`config.mk`:
```
export PLATFORM = sky130hd
export DESIGN_NAME = mem_port_arbiter
export DESIGN_NICKNAME = d
export VERILOG_FILES = /design/src/rtl/mem_port_arbiter.sv
export SDC_FILE = /design/constraint.sdc
export NUM_CORES = 1
export LEC_CHECK = 0
export ABC_AREA = 1
export CORE_MARGIN = 2
export CORE_UTILIZATION = 50
export CTS_CLUSTER_DIAMETER = 50
export DETAILED_ROUTE_END_ITERATION = 12
export DONT_BUFFER_PORTS = 1
export PLACE_DENSITY = 0.62
export SLEW_MARGIN = 20
export SYNTH_ARGS = -nofsm -noshare
export SYNTH_HDL_FRONTEND = slang
export SYNTH_SLANG_ARGS = --single-unit
```
`constraint.sdc`:
```
create_clock -name clk -period 1.8 [get_ports clk]
set_input_delay 0.36 -clock clk [delete_from_list [all_inputs] [get_ports clk]]
set_output_delay 0.36 -clock clk [all_outputs]
set_load 0.05 [all_outputs]
```
`src/rtl/mem_port_arbiter.sv`:
```
// Arbitrates one single-ported memory between instruction fetch and data access.
// Optional build macro ARB_TIMEOUT_EN adds a mem_ready watchdog and sticky bus_err.
module mem_port_arbiter #(
  parameter int AW         = 32,
  parameter int DW         = 32,
  parameter int STARVE_MAX = 4,
  parameter int TIMEOUT    = 63
) (
  input  logic            clk,
  input  logic            reset,
  input  logic            i_req,
  input  logic [AW-1:0]   i_addr,
  output logic            i_done,
  output logic [DW-1:0]   i_rdata,
  input  logic            d_req,
  input  logic            d_we,
  input  logic [AW-1:0]   d_addr,
  input  logic [DW-1:0]   d_wdata,
  input  logic [DW/8-1:0] d_be,
  output logic            d_done,
  output logic [DW-1:0]   d_rdata,
  output logic            stall_if,
  output logic            stall_mem,
  output logic            mem_valid,
  output logic            mem_we,
  output logic [AW-1:0]   mem_addr,
  output logic [DW-1:0]   mem_wdata,
  output logic [DW/8-1:0] mem_be,
  input  logic            mem_ready,
  input  logic [DW-1:0]   mem_rdata,
  output logic            bus_err
);

  localparam int         BW         = DW / 8;
  localparam logic [3:0] STARVE_LIM = 4'(STARVE_MAX);

  typedef enum logic [1:0] {IDLE, IBUSY, DBUSY, DONE} state_e;

  state_e          state_q, state_d;
  logic            own_d_q;
  logic [AW-1:0]   addr_q;
  logic            we_q;
  logic [DW-1:0]   wdata_q;
  logic [BW-1:0]   be_q;
  logic [DW-1:0]   i_rdata_q;
  logic [DW-1:0]   d_rdata_q;
  logic [3:0]      starve_q;
  logic            grant_i;
  logic            grant_d;
  logic            complete;
  logic            busy;

  assign busy = (state_q == IBUSY) || (state_q == DBUSY);

`ifdef ARB_TIMEOUT_EN
  localparam int                WAIT_W    = $clog2(TIMEOUT + 1);
  localparam logic [WAIT_W-1:0] WAIT_LAST = WAIT_W'(TIMEOUT - 1);

  logic [WAIT_W-1:0] wait_q;
  logic              bus_err_q;
  logic              abort;
`endif

  always_comb begin
    state_d  = state_q;
    grant_i  = 1'b0;
    grant_d  = 1'b0;
    complete = 1'b0;
`ifdef ARB_TIMEOUT_EN
    abort    = 1'b0;
`endif
    unique case (state_q)
      IDLE: begin
        // Data wins unless fetch has already been passed over STARVE_MAX times.
        if (d_req && !(i_req && (starve_q == STARVE_LIM))) begin
          grant_d = 1'b1;
          state_d = DBUSY;
        end else if (i_req) begin
          grant_i = 1'b1;
          state_d = IBUSY;
        end
      end
      IBUSY, DBUSY: begin
        if (mem_ready) begin
          complete = 1'b1;
          state_d  = DONE;
        end
`ifdef ARB_TIMEOUT_EN
        else if (wait_q == WAIT_LAST) begin
          abort   = 1'b1;
          state_d = DONE;
        end
`endif
      end
      DONE:    state_d = IDLE;
      default: state_d = IDLE;
    endcase
  end

  // Request is captured at grant so the memory side never sees requester churn.
  always_ff @(posedge clk or negedge reset) begin
    if (!reset) begin
      state_q <= IDLE;
      own_d_q <= 1'b0;
      addr_q  <= '0;
      we_q    <= 1'b0;
      wdata_q <= '0;
      be_q    <= '0;
    end else begin
      state_q <= state_d;
      if (grant_d) begin
        own_d_q <= 1'b1;
        addr_q  <= d_addr;
        we_q    <= d_we;
        wdata_q <= d_we ? d_wdata : '0;
        be_q    <= d_we ? d_be : '0;
      end else if (grant_i) begin
        own_d_q <= 1'b0;
        addr_q  <= i_addr;
        we_q    <= 1'b0;
        wdata_q <= '0;
        be_q    <= '0;
      end
    end
  end

  always_ff @(posedge clk or negedge reset) begin
    if (!reset) begin
      i_rdata_q <= '0;
      d_rdata_q <= '0;
    end else begin
      if (complete && (state_q == IBUSY)) i_rdata_q <= mem_rdata;
      if (complete && (state_q == DBUSY) && !we_q) d_rdata_q <= mem_rdata;
`ifdef ARB_TIMEOUT_EN
      if (abort && (state_q == IBUSY)) i_rdata_q <= '0;
      if (abort && (state_q == DBUSY)) d_rdata_q <= '0;
`endif
    end
  end

  always_ff @(posedge clk or negedge reset) begin
    if (!reset) begin
      starve_q <= '0;
    end else if (grant_d && i_req) begin
      if (starve_q != STARVE_LIM) starve_q <= starve_q + 4'd1;
    end else if (grant_i || ((state_q == IDLE) && !i_req)) begin
      starve_q <= '0;
    end
  end

`ifdef ARB_TIMEOUT_EN
  always_ff @(posedge clk or negedge reset) begin
    if (!reset) begin
      wait_q    <= '0;
      bus_err_q <= 1'b0;
    end else begin
      if (grant_d || grant_i) wait_q <= '0;
      else if (busy)          wait_q <= wait_q + WAIT_W'(1);
      if (abort) bus_err_q <= 1'b1;
    end
  end

  assign bus_err = bus_err_q;
`else
  logic unused_timeout;
  assign unused_timeout = (TIMEOUT > 0);
  assign bus_err        = 1'b0;
`endif

  assign mem_valid = busy;
  assign mem_we    = busy & we_q;
  assign mem_addr  = addr_q;
  assign mem_wdata = wdata_q;
  assign mem_be    = be_q;

  assign i_done    = (state_q == DONE) && !own_d_q;
  assign d_done    = (state_q == DONE) && own_d_q;
  assign i_rdata   = i_rdata_q;
  assign d_rdata   = d_rdata_q;

  assign stall_if  = i_req & ~i_done;
  assign stall_mem = d_req & ~d_done;

endmodule

```
==> run metrics <==
Post-Route WL approximately 15000 um; Site Rows 40; area of placed instances 0.00654 mm2; Tmin final approximately 1800 ps; Initial DRC Count about 300; pre-CTS setup slack 128 ps; FF+latch count, synth 140; dpl cells 942; gr usage total between 20% and 30%; Worst Max-Slew Pin Slew 531 ps; cell count after synthesis 800; CTS Root Cell clkbuf_16; clock power share between 15 and 20%; Hold Slack -359 ps; crit end category output port; Switching Fraction 53.4%; initial antenna violation count 0; pwr/cell area 2340 mW/mm2; crit path capture stall_mem; Final Setup Violations 0; Power Internal roughly 8 mW; largest family of logic cells by synthesized area simple AND/OR/NAND/NOR gates; # fillers about 1100; # port buffers 0; DRC Markers 0; post-route clock skew 7.68 ps; DP Wirelength around 10000 um; Die Y between 100 and 150 um; fmax 562 MHz; GRT overflow 0; Worst Setup Start Kind register; worst path cell trace ha_2, nand2_2, inv_2, nor2_4, buf_12; failing checks hold timing; number of max-cap violations 0; Initial Utilization 51.8%; Fin. Hold Viols 140; # H-tree levels 4; Hold Path Class input port to async pin; routed wire length per instance approximately 15 um; vias per std cell about 5.0; TritonCTS Buffers 17; YS warnings 0; Worst Setup SP state_q[0]; core footprint roughly 0.012 mm2; Reg clk slew, reported paths 60 ps; critical path class register to output port; # clock sinks 140; post-synthesis simple-gate area fraction between 20 and 25%; Die Area roughly 0.013 mm2; Skew-Pair Late Insertion Delay 410 ps; crit path DAT about 1400 ps; Worst VDD drop 0.00149 V; Max clock buf depth 2; Layout Cell Area excl Fill a little over 0.007 mm2; flop2flop setup slack between 150 and 200 ps; P_sw 8.96 mW; reg2reg path depth 9; register area share after synthesis a little under three fifths; Post-Synth XOR/XNOR Area 0.279%; CTS tree yes; first-pass GRT wire length 22900 um; n_diodes 0; share of layout cells above drive strength 1 8.41%; Crit path largest cell delay 410 ps; compound-cell area share of the yosys netlist 8.87%; Avg Inst Size Synth just under 8 um2; Final WS setup approximately 21 ps; Post-Syn Nets between 900 and 1000; fin crit share a little over nine tenths; CP Max Fanout 3; Slew Viols, Final 0; reg2reg end d_rdata[3]; status finished, violations left; largest net degree at the start of global routing roughly 140; combinational power share approximately 20%; Seq pwr share about three fifths; Layout Nets roughly 940; Area Overhead vs Synth 14.2%; DR pass1 iterations 4; multiplexer share of the synthesized area 0%; critical path's slowest cell dfrtp_1; Placer Congestion 0.837; Yosys cell types 21; vias in the first global route a little under 5000; r2r startpoint state_q[0]; unrepaired setup endpoints after global routing true; antenna viol nets, final 0; Synth Area in Adders approximately 1.2%; relative slew slack ~65%; Design Power around 17 mW; mapped cell area ~0.0063 mm2; num ports roughly 280; final std cells w/o fill roughly 980; CP required about 1400 ps; vias after detailed routing 4844; Die Wd between 100 and 150 um; leakage between 4 and 5 nW
[placed cells by master (no fill, tap or decap), types with 2 or more instances in the layout]
master and n:
o21ai_0 107, clkbuf_16 17, nor2_2 2, nand3_1 35, buf_12 9, nand2_2 4, nand3_2 2, buf_4 9
inv_2 8, clkinv_4 3, nand2_1 309, inv_1 136, nor2_1 3, clkinv_2 5, bufinv_16 2, dfrtp_1 140
clkbuf_1 2, ha_1 4
[worst min path at each step]
stage                        endpoint  slack [ps]  cells after the start
after floorplan            d_rdata[0]          60                      0
after global placement    mem_addr[9]          70                      0
after detailed placement  mem_addr[9]          70                      0
after CTS                 mem_addr[9]        -380                      0
after global routing      mem_addr[7]        -380                      0
final                     mem_addr[9]        -360                      0
[logic make-up (layout without fill, tap and decap cells)]
| group | Yosys count | in the layout |
|---|---|---|
| and+or+nand+nor | 357 | 357 |
| other | 1 | 1 |
| DFF | 140 | 140 |
| buffers and inverters | 185 | 194 |
| adders and majority gates | 6 | 6 |
| AOI/OAI and AO/OA | 109 | 109 |
| xor gates and xnor gates | 2 | 2 |
[metrics by stage]
stage | setup TNS, ps | util [%]
finish | 0 | 59.2
global route | -170 | 59.2
CTS | 0 | 59.0
detailed placement | 0 | 54.0
global placement | 0 | 54.0
floorplan | -11.0 | -
[power by group through the flow]
stage | Combinational, mW | Sequential [mW] | Clock (mW)
4_1_cts | 3.40 | 10.1 | 3.42
3_3_place_gp | 3.12 | 10.1 | 0
6_report | 3.41 | 10.0 | 3.33
5_1_grt | 3.94 | 10.2 | 3.57
3_5_place_dp | 3.28 | 10.1 | 0
2_1_floorplan | 2.49 | 9.71 | 0
[flip-flops by register name, indices dropped and copies added, names as in the netlist]
| name | count |
|---|---|
| d_rdata | 32 |
| i_rdata | 32 |
| mem_addr | 32 |
| mem_be | 4 |
| mem_wdata | 32 |
| own_d_q | 1 |
| starve_q | 4 |
| state_q | 2 |
| we_q | 1 |
[cell usage after synthesis (all sizes together)]
master	instances	share of area, %
o21ai	107	8.5
a21oi	2	0.34
nor2	6	0.36
xor2	1	0.14
clkbuf	24	1.4
xnor2	1	0.14
inv	144	8.6
dfrtp	140	56
nand3	37	3.0
buf	17	1.5
ha	6	1.2
nand4	1	0.10
nand2	313	19
conb	1	0.060
[worst max-delay path, delay by kind of cell (launching register included)]
kind | cells | cell delay (ps)
adder cells (fa/ha/maj) | 1 | 220
buffers and inverters | 2 | 190
AND/OR/NAND/NOR | 2 | 180
flip-flops | 1 | 410
[cell type report]
| class | instances | area [um2] | share of cell area (%) |
|---|---|---|---|
| multi-input cells | 475 | 2090 | 29.1 |
| clock inverters | 11 | 120 | 1.68 |
| clock buffers | 20 | 447 | 6.23 |
| repair buffers | 19 | 259 | 3.61 |
| inverters | 144 | 541 | 7.54 |
| well taps | 168 | 210 | 2.93 |
| flip-flops and latches | 140 | 3500 | 48.9 |
[repair_timing]
| action | in CTS | in global routing |
|---|---|---|
| endpoints found under the setup margin | 4 | 4 |
| pin swaps | 3 | 4 |
| buffers inserted | 3 | 1 |
| gates resized for setup | 8 | 4 |
| hold endpoints to repair | 140 | 140 |
[routing by layer]
layer | routed length (um) | track usage [%] | part of all wire [%] | vias up
met5 | 0 | 0 | 0 | -
met4 | 347 | 9.84 | 2.4 | 0
met3 | 1410 | 9.26 | 9.6 | 28
met2 | 7140 | 35.8 | 49 | 204
met1 | 5790 | 25.5 | 39 | 2225
li1 | - | - | - | 2387
(Power assumes the default switching activity.)
